### src/rtl/pipe_pkg.sv
// Shared pipeline package: segment state encoding and the
// standard ID/EX control-payload field offsets used by stage wrappers.
package pipe_pkg;

    // Encoding doubles as the entry count held by the segment.
    typedef enum logic [1:0] {
        EMPTY = 2'd0,
        ONE   = 2'd1,
        FULL  = 2'd2
    } seg_state_e;

    localparam int CTRL_W_STD    = 24;

    localparam int REG_WRITE_LSB = 0;
    localparam int REG_WRITE_W   = 3;
    localparam int MEM_TO_REG    = 3;
    localparam int MEM_WRITE_LSB = 4;
    localparam int MEM_WRITE_W   = 4;
    localparam int LOAD_NPC      = 8;
    localparam int REG_READ_LSB  = 9;
    localparam int REG_READ_W    = 2;
    localparam int BRANCH_LSB    = 11;
    localparam int BRANCH_W      = 3;
    localparam int ALU_CTRL_LSB  = 14;
    localparam int ALU_CTRL_W    = 5;
    localparam int ALU_SRC1      = 19;
    localparam int ALU_SRC2_LSB  = 20;
    localparam int ALU_SRC2_W    = 2;
    localparam int JALR          = 22;
    localparam int BTB_HIT       = 23;

endpackage

### src/rtl/pipe_sat_counter.sv
// Saturating up-counter with synchronous active-low clear.
// Ports: clk, clr_n (sync clear), inc (count enable), count (value).
module pipe_sat_counter #(
    parameter int W = 16
) (
    input  logic         clk,
    input  logic         clr_n,
    input  logic         inc,
    output logic [W-1:0] count
);

    always_ff @(posedge clk) begin
        if (!clr_n) begin
            count <= '0;
        end else if (inc && (count != '1)) begin
            count <= count + W'(1);
        end
    end

endmodule

### src/rtl/pipe_seg_elastic.sv
// Elastic pipeline segment: valid/ready register slice with optional skid
// entry, flush, bubble-zeroed control and a saturating bubble counter.
// Ports: clk, rst_n (sync, active-low); in_valid/in_ready/in_data/in_ctrl
// upstream; out_valid/out_ready/out_data/out_ctrl downstream; flush;
// occupancy (entries held); bubble_cnt (out_valid=0 & out_ready=1 cycles).
module pipe_seg_elastic
    import pipe_pkg::*;
#(
    parameter int DATA_W     = 32*7,
    parameter int CTRL_W     = 24,
    parameter int SKID       = 1,
    parameter int CLEAR_DATA = 0,
    parameter int CNT_W      = 16
) (
    input  logic              clk,
    input  logic              rst_n,
    input  logic              in_valid,
    output logic              in_ready,
    input  logic [DATA_W-1:0] in_data,
    input  logic [CTRL_W-1:0] in_ctrl,
    input  logic              flush,
    output logic              out_valid,
    input  logic              out_ready,
    output logic [DATA_W-1:0] out_data,
    output logic [CTRL_W-1:0] out_ctrl,
    output logic [1:0]        occupancy,
    output logic [CNT_W-1:0]  bubble_cnt
);

    seg_state_e        state;
    seg_state_e        state_nxt;
    logic [DATA_W-1:0] head_data;
    logic [CTRL_W-1:0] head_ctrl;
    logic [DATA_W-1:0] skid_data;
    logic [CTRL_W-1:0] skid_ctrl;
    logic              accept;
    logic              pop;
    logic              load_in;
    logic              load_skid;
    logic              move_skid;

    assign out_valid = (state != EMPTY);
    assign out_data  = head_data;
    assign out_ctrl  = head_ctrl;
    assign occupancy = 2'(state);

    // With a skid entry, in_ready depends only on the state register.
    assign in_ready = (SKID != 0) ? (state != FULL)
                                  : (~out_valid | out_ready);

    assign accept = in_valid & in_ready;
    assign pop    = out_valid & out_ready;

    always_comb begin
        state_nxt = state;
        load_in   = 1'b0;
        load_skid = 1'b0;
        move_skid = 1'b0;
        if (flush) begin
            state_nxt = EMPTY;
        end else begin
            unique case (state)
                EMPTY: begin
                    if (accept) begin
                        state_nxt = ONE;
                        load_in   = 1'b1;
                    end
                end
                ONE: begin
                    if (accept && pop) begin
                        load_in = 1'b1;
                    end else if (accept && (SKID != 0)) begin
                        state_nxt = FULL;
                        load_skid = 1'b1;
                    end else if (pop) begin
                        state_nxt = EMPTY;
                    end
                end
                FULL: begin
                    if (pop) begin
                        state_nxt = ONE;
                        move_skid = 1'b1;
                    end
                end
                default: state_nxt = EMPTY;
            endcase
        end
    end

    always_ff @(posedge clk) begin
        if (!rst_n) begin
            state     <= EMPTY;
            head_data <= '0;
            head_ctrl <= '0;
            skid_data <= '0;
            skid_ctrl <= '0;
        end else begin
            state <= state_nxt;
            if (load_in) begin
                head_data <= in_data;
                head_ctrl <= in_ctrl;
            end
            if (move_skid) begin
                head_data <= skid_data;
                head_ctrl <= skid_ctrl;
            end
            if (load_skid) begin
                skid_data <= in_data;
                skid_ctrl <= in_ctrl;
            end
            // A bubble must never present live control bits downstream.
            if (state_nxt == EMPTY) begin
                head_ctrl <= '0;
                if (CLEAR_DATA != 0) begin
                    head_data <= '0;
                end
            end
        end
    end

    pipe_sat_counter #(
        .W (CNT_W)
    ) u_bubble_cnt (
        .clk   (clk),
        .clr_n (rst_n),
        .inc   (~out_valid & out_ready),
        .count (bubble_cnt)
    );

endmodule
### config.mk
export PLATFORM = sky130hd
export DESIGN_NAME = pipe_seg_elastic
export DESIGN_NICKNAME = d
export VERILOG_FILES = /design/src/rtl/pipe_pkg.sv /design/src/rtl/pipe_sat_counter.sv /design/src/rtl/pipe_seg_elastic.sv
export SDC_FILE = /design/constraint.sdc
export NUM_CORES = 1
export LEC_CHECK = 0
export BUFFER_PORTS_ARGS = -buffer_cell sky130_fd_sc_hd__buf_2
export CORE_MARGIN = 8
export CORE_UTILIZATION = 59
export DETAILED_ROUTE_END_ITERATION = 12
export PLACE_DENSITY = 0.86
export SLEW_MARGIN = 15
export SYNTH_ARGS = -nofsm -noshare
export SYNTH_HDL_FRONTEND = slang
export SYNTH_HIERARCHICAL = 1
export SYNTH_SLANG_ARGS = --single-unit
### constraint.sdc
create_clock -name clk -period 4.1 [get_ports clk]
set_input_delay 0.41 -clock clk [delete_from_list [all_inputs] [get_ports clk]]
set_output_delay 0.41 -clock clk [all_outputs]
set_load 0.05 [all_outputs]
==> summary.txt <==
Run status
  • Status: finished clean

Synth
  • Register area share after synthesis: 43.25%
  • Cells after Synth: 2385
  • Fraction of registers with async set/reset: 0%
  • EDFF count, synth: 0
  • Netlist Area Pre-Place: between 20000 and 25000 um2
  • Top_reg_cell synth: dfxtp_1
  • Syn Area/Cell: approximately 10 um2
  • Yosys cell types: 48
  • Yosys reg bits: 514
  • Yosys warning count: 6
  • Syn nets: ~2600

Clock network
  • Num CTS Buffers: 53
  • Post-CTS Resized: 0
  • CTS Hold Bufs: 0
  • H-tree depth: 2
  • Clock-pin transition on the worst setup and hold timing paths: 60 ps
  • CTS root buf: clkbuf_16
  • CTS tree: built
  • Clk buf depth: 3
  • Worst-Skew Late Latency: 600 ps
  • CTS Sinks: 514
  • Post-CTS setup buffer count: 0

STA
  • RSZ-0062 raised after global routing: no
  • Layout Skew: ~22 ps
  • Tmin final: around 2800 ps
  • Setup TNS: 0 ps
  • F_max: 353.6 MHz
  • Worst slew pin tran: 970.6 ps
  • Final Hold Vio Count: 0
  • Slew HR: 35.29%
  • Final Max Tran Viols: 0
  • Period utilisation layout: 68.97%
  • # setup viols final: 0

Drt
  • Drt drc: 0
  • WL final: 75.90 mm
  • Vias: between 20000 and 25000
  • WL/cell: 22.90 um
  • Pre-antenna DRT Iters: 5
  • DR iter-0 viols: approximately 2600
  • Antenna-violating nets left: 0
  • Number of vias per cell: 6.464

Global routing
  • Vias in the first global route: 21460
  • First-pass GRT wire length: 117.6 mm
  • Pin count of the biggest net entering global routing: around 160
  • GRT Util Overall: 30.05%
  • Initial antenna violation count: 20
  • Gr ovfl total: 0

Floorplanning
  • Die W: 216.8 um
  • Core area: 39730 um2
  • Die area: 47010 um2
  • Top-Level Pins: 521
  • Row count: 73
  • Starting Density: 59.89%
  • Die extent in y: 216.8 um

Pwr
  • Peak VDD IR: roughly 360 uV
  • Power Internal: 8.830 mW
  • Combinational group share of total power: ~17%
  • Sw Ratio: 29.97%
  • Lkg Pwr: 10.02 nW
  • Switch Pwr: ~3.8 mW
  • Clk pwr share: 40.1%
  • Flop pwr share: between 40% and 50%
  • Final Total Pwr: 12.61 mW
  • Pwr dens: 449.3 nW/um2

Placed design
  • IO Port Bufs: between 500 and 600
  • GPL Wtd Cong: 0.8480
  • Detailed Place HPWL: 47.58 mm

Worst hold path
  • WHS Path Cells: 3
  • Worst min path class: in -> reg

Setup path
  • Worst Path Required: 4600 ps
  • Worst path top cell family by delay: buffers and inverters
  • Worst setup EP type: register
  • Critical path class: reg -> reg
  • CP arrival: 3320 ps
  • Crit path max-delay cell type: buf_4
  • Critical Path Start Type: register
  • Critical path depth in cells: 5
  • Crit path buf inv count: 2
  • FF-to-FF path depth: 5
  • CP Cell Sequence: and4bb_4 -> buf_4 -> buf_12 -> nor2_1 -> a221oi_2
  • Crit-path max FO: 148
  • Critical Path Max Stage Delay: 610 ps

Flow run
  • # Max-Cap Violations: 0

Cells and area
  • Synthesis-to-layout area growth: 17.95%
  • Nets: 2980
  • Layout cell share with drive strength beyond 1: 32.02%
worst paths after layout:
| path | from | endpoint | slack (ps) |
|---|---|---|---|
| max | occupancy[1] | out_data[81] | 1270 |
| min | in_ctrl[19] | skid_ctrl[19] | 90 |
| max reg2reg | occupancy[1] | out_data[81] | 1270 |
| min reg2reg | skid_data[170] | skid_data[170] | 470 |
cells by family after synthesis:
kind of cell | share of synthesized area [%]
flops | 43.25
xor+xnor | 0.07363
buf+inv | 6.489
compound gates | 26.09
fa+ha+maj | 0.05258
mux | 10.61
simple gates | 13.44
tightest hold or removal path, stage by stage:
cell and delay (ps):
buf_2 110, nand3b_1 70, a21oi_1 50
metrics by stage:
step / worst slack [ps] / utilization [%] / instances / hold slack, ps / instance area (um2)
floorplan: 1771 / - / 2385 / 453.6 / 23790
global placement: 1194 / 65.84 / 3196 / 458.4 / 26160
detailed placement: 1114 / 65.84 / 3196 / 466.0 / 26160
CTS: 1389 / 70.48 / 3295 / 63.40 / 28000
global route: 1211 / 70.61 / 3311 / 76.92 / 28060
finish: 1272 / 70.64 / 3315 / 93.87 / 28070
registers in the layout, summed over array words and instances (netlist names):
name and cells:
occupancy 2, skid_ctrl 24, skid_data 224, u_bubble_cnt/count 16
out_ctrl 24, out_data 224
placed cells by master (no fill, tap or decap), types with 6 or more instances in the layout:
| cell type | Yosys | layout |
|---|---|---|
| clkbuf_1 | 165 | 12 |
| clkinv_2 | 0 | 10 |
| mux2i_1 | 251 | 251 |
| a221oi_1 | 28 | 28 |
| dfxtp_1 | 514 | 514 |
| a221oi_2 | 220 | 220 |
| a21oi_1 | 258 | 258 |
| nor2_1 | 256 | 256 |
| o21ai_0 | 250 | 250 |
| clkbuf_8 | 0 | 13 |
| buf_12 | 0 | 17 |
| buf_2 | 55 | 519 |
| nand3b_1 | 250 | 250 |
| nand3_1 | 6 | 6 |
| buf_4 | 5 | 28 |
| nand2_1 | 12 | 11 |
| clkbuf_16 | 0 | 55 |
| diode_2 | 0 | 20 |
cell type report:
class | count | area (um2)
Timing Repair Buffer | 566 | 3174
Inverter | 6 | 30.03
Sequential cell | 514 | 10290
Clock inverter | 19 | 241.5
Antenna cell | 20 | 50.05
Clock buffer | 80 | 1600
Fill cell | 2761 | 11670
Multi-Input combinational cell | 1585 | 12020
Tap cell | 525 | 656.9
Yosys cell counts, types with 12 or more instances:
cell type,count,share of area (%)
dfxtp_1,514,43
a21oi_1,258,5.4
nor2_1,256,4.0
mux2i_1,251,11
nand3b_1,250,7.9
o21ai_0,250,5.3
a221oi_2,220,14
clkbuf_1,165,2.6
buf_2,55,1.2
buf_6,51,2.4
a221oi_1,28,1.0
nand2_1,12,0.19
routing by layer:
layer	up-vias	global-route usage (%)	routed length (um)
li1	9557	-	-
met1	10430	35.63	28390
met2	1195	50.02	37100
met3	236	7.282	6579
met4	8	16.03	3770
met5	-	0	53
power groups by stage:
stage | registers (mW) | clock network (mW) | logic, mW
2_1_floorplan | 6.14 | 0 | 0.870
3_3_place_gp | 5.47 | 0 | 2.10
3_5_place_dp | 5.48 | 0 | 2.16
4_1_cts | 5.37 | 5.09 | 2.17
5_1_grt | 5.39 | 5.30 | 2.28
6_report | 5.38 | 5.05 | 2.18
Power figures use the tool's default switching activity.
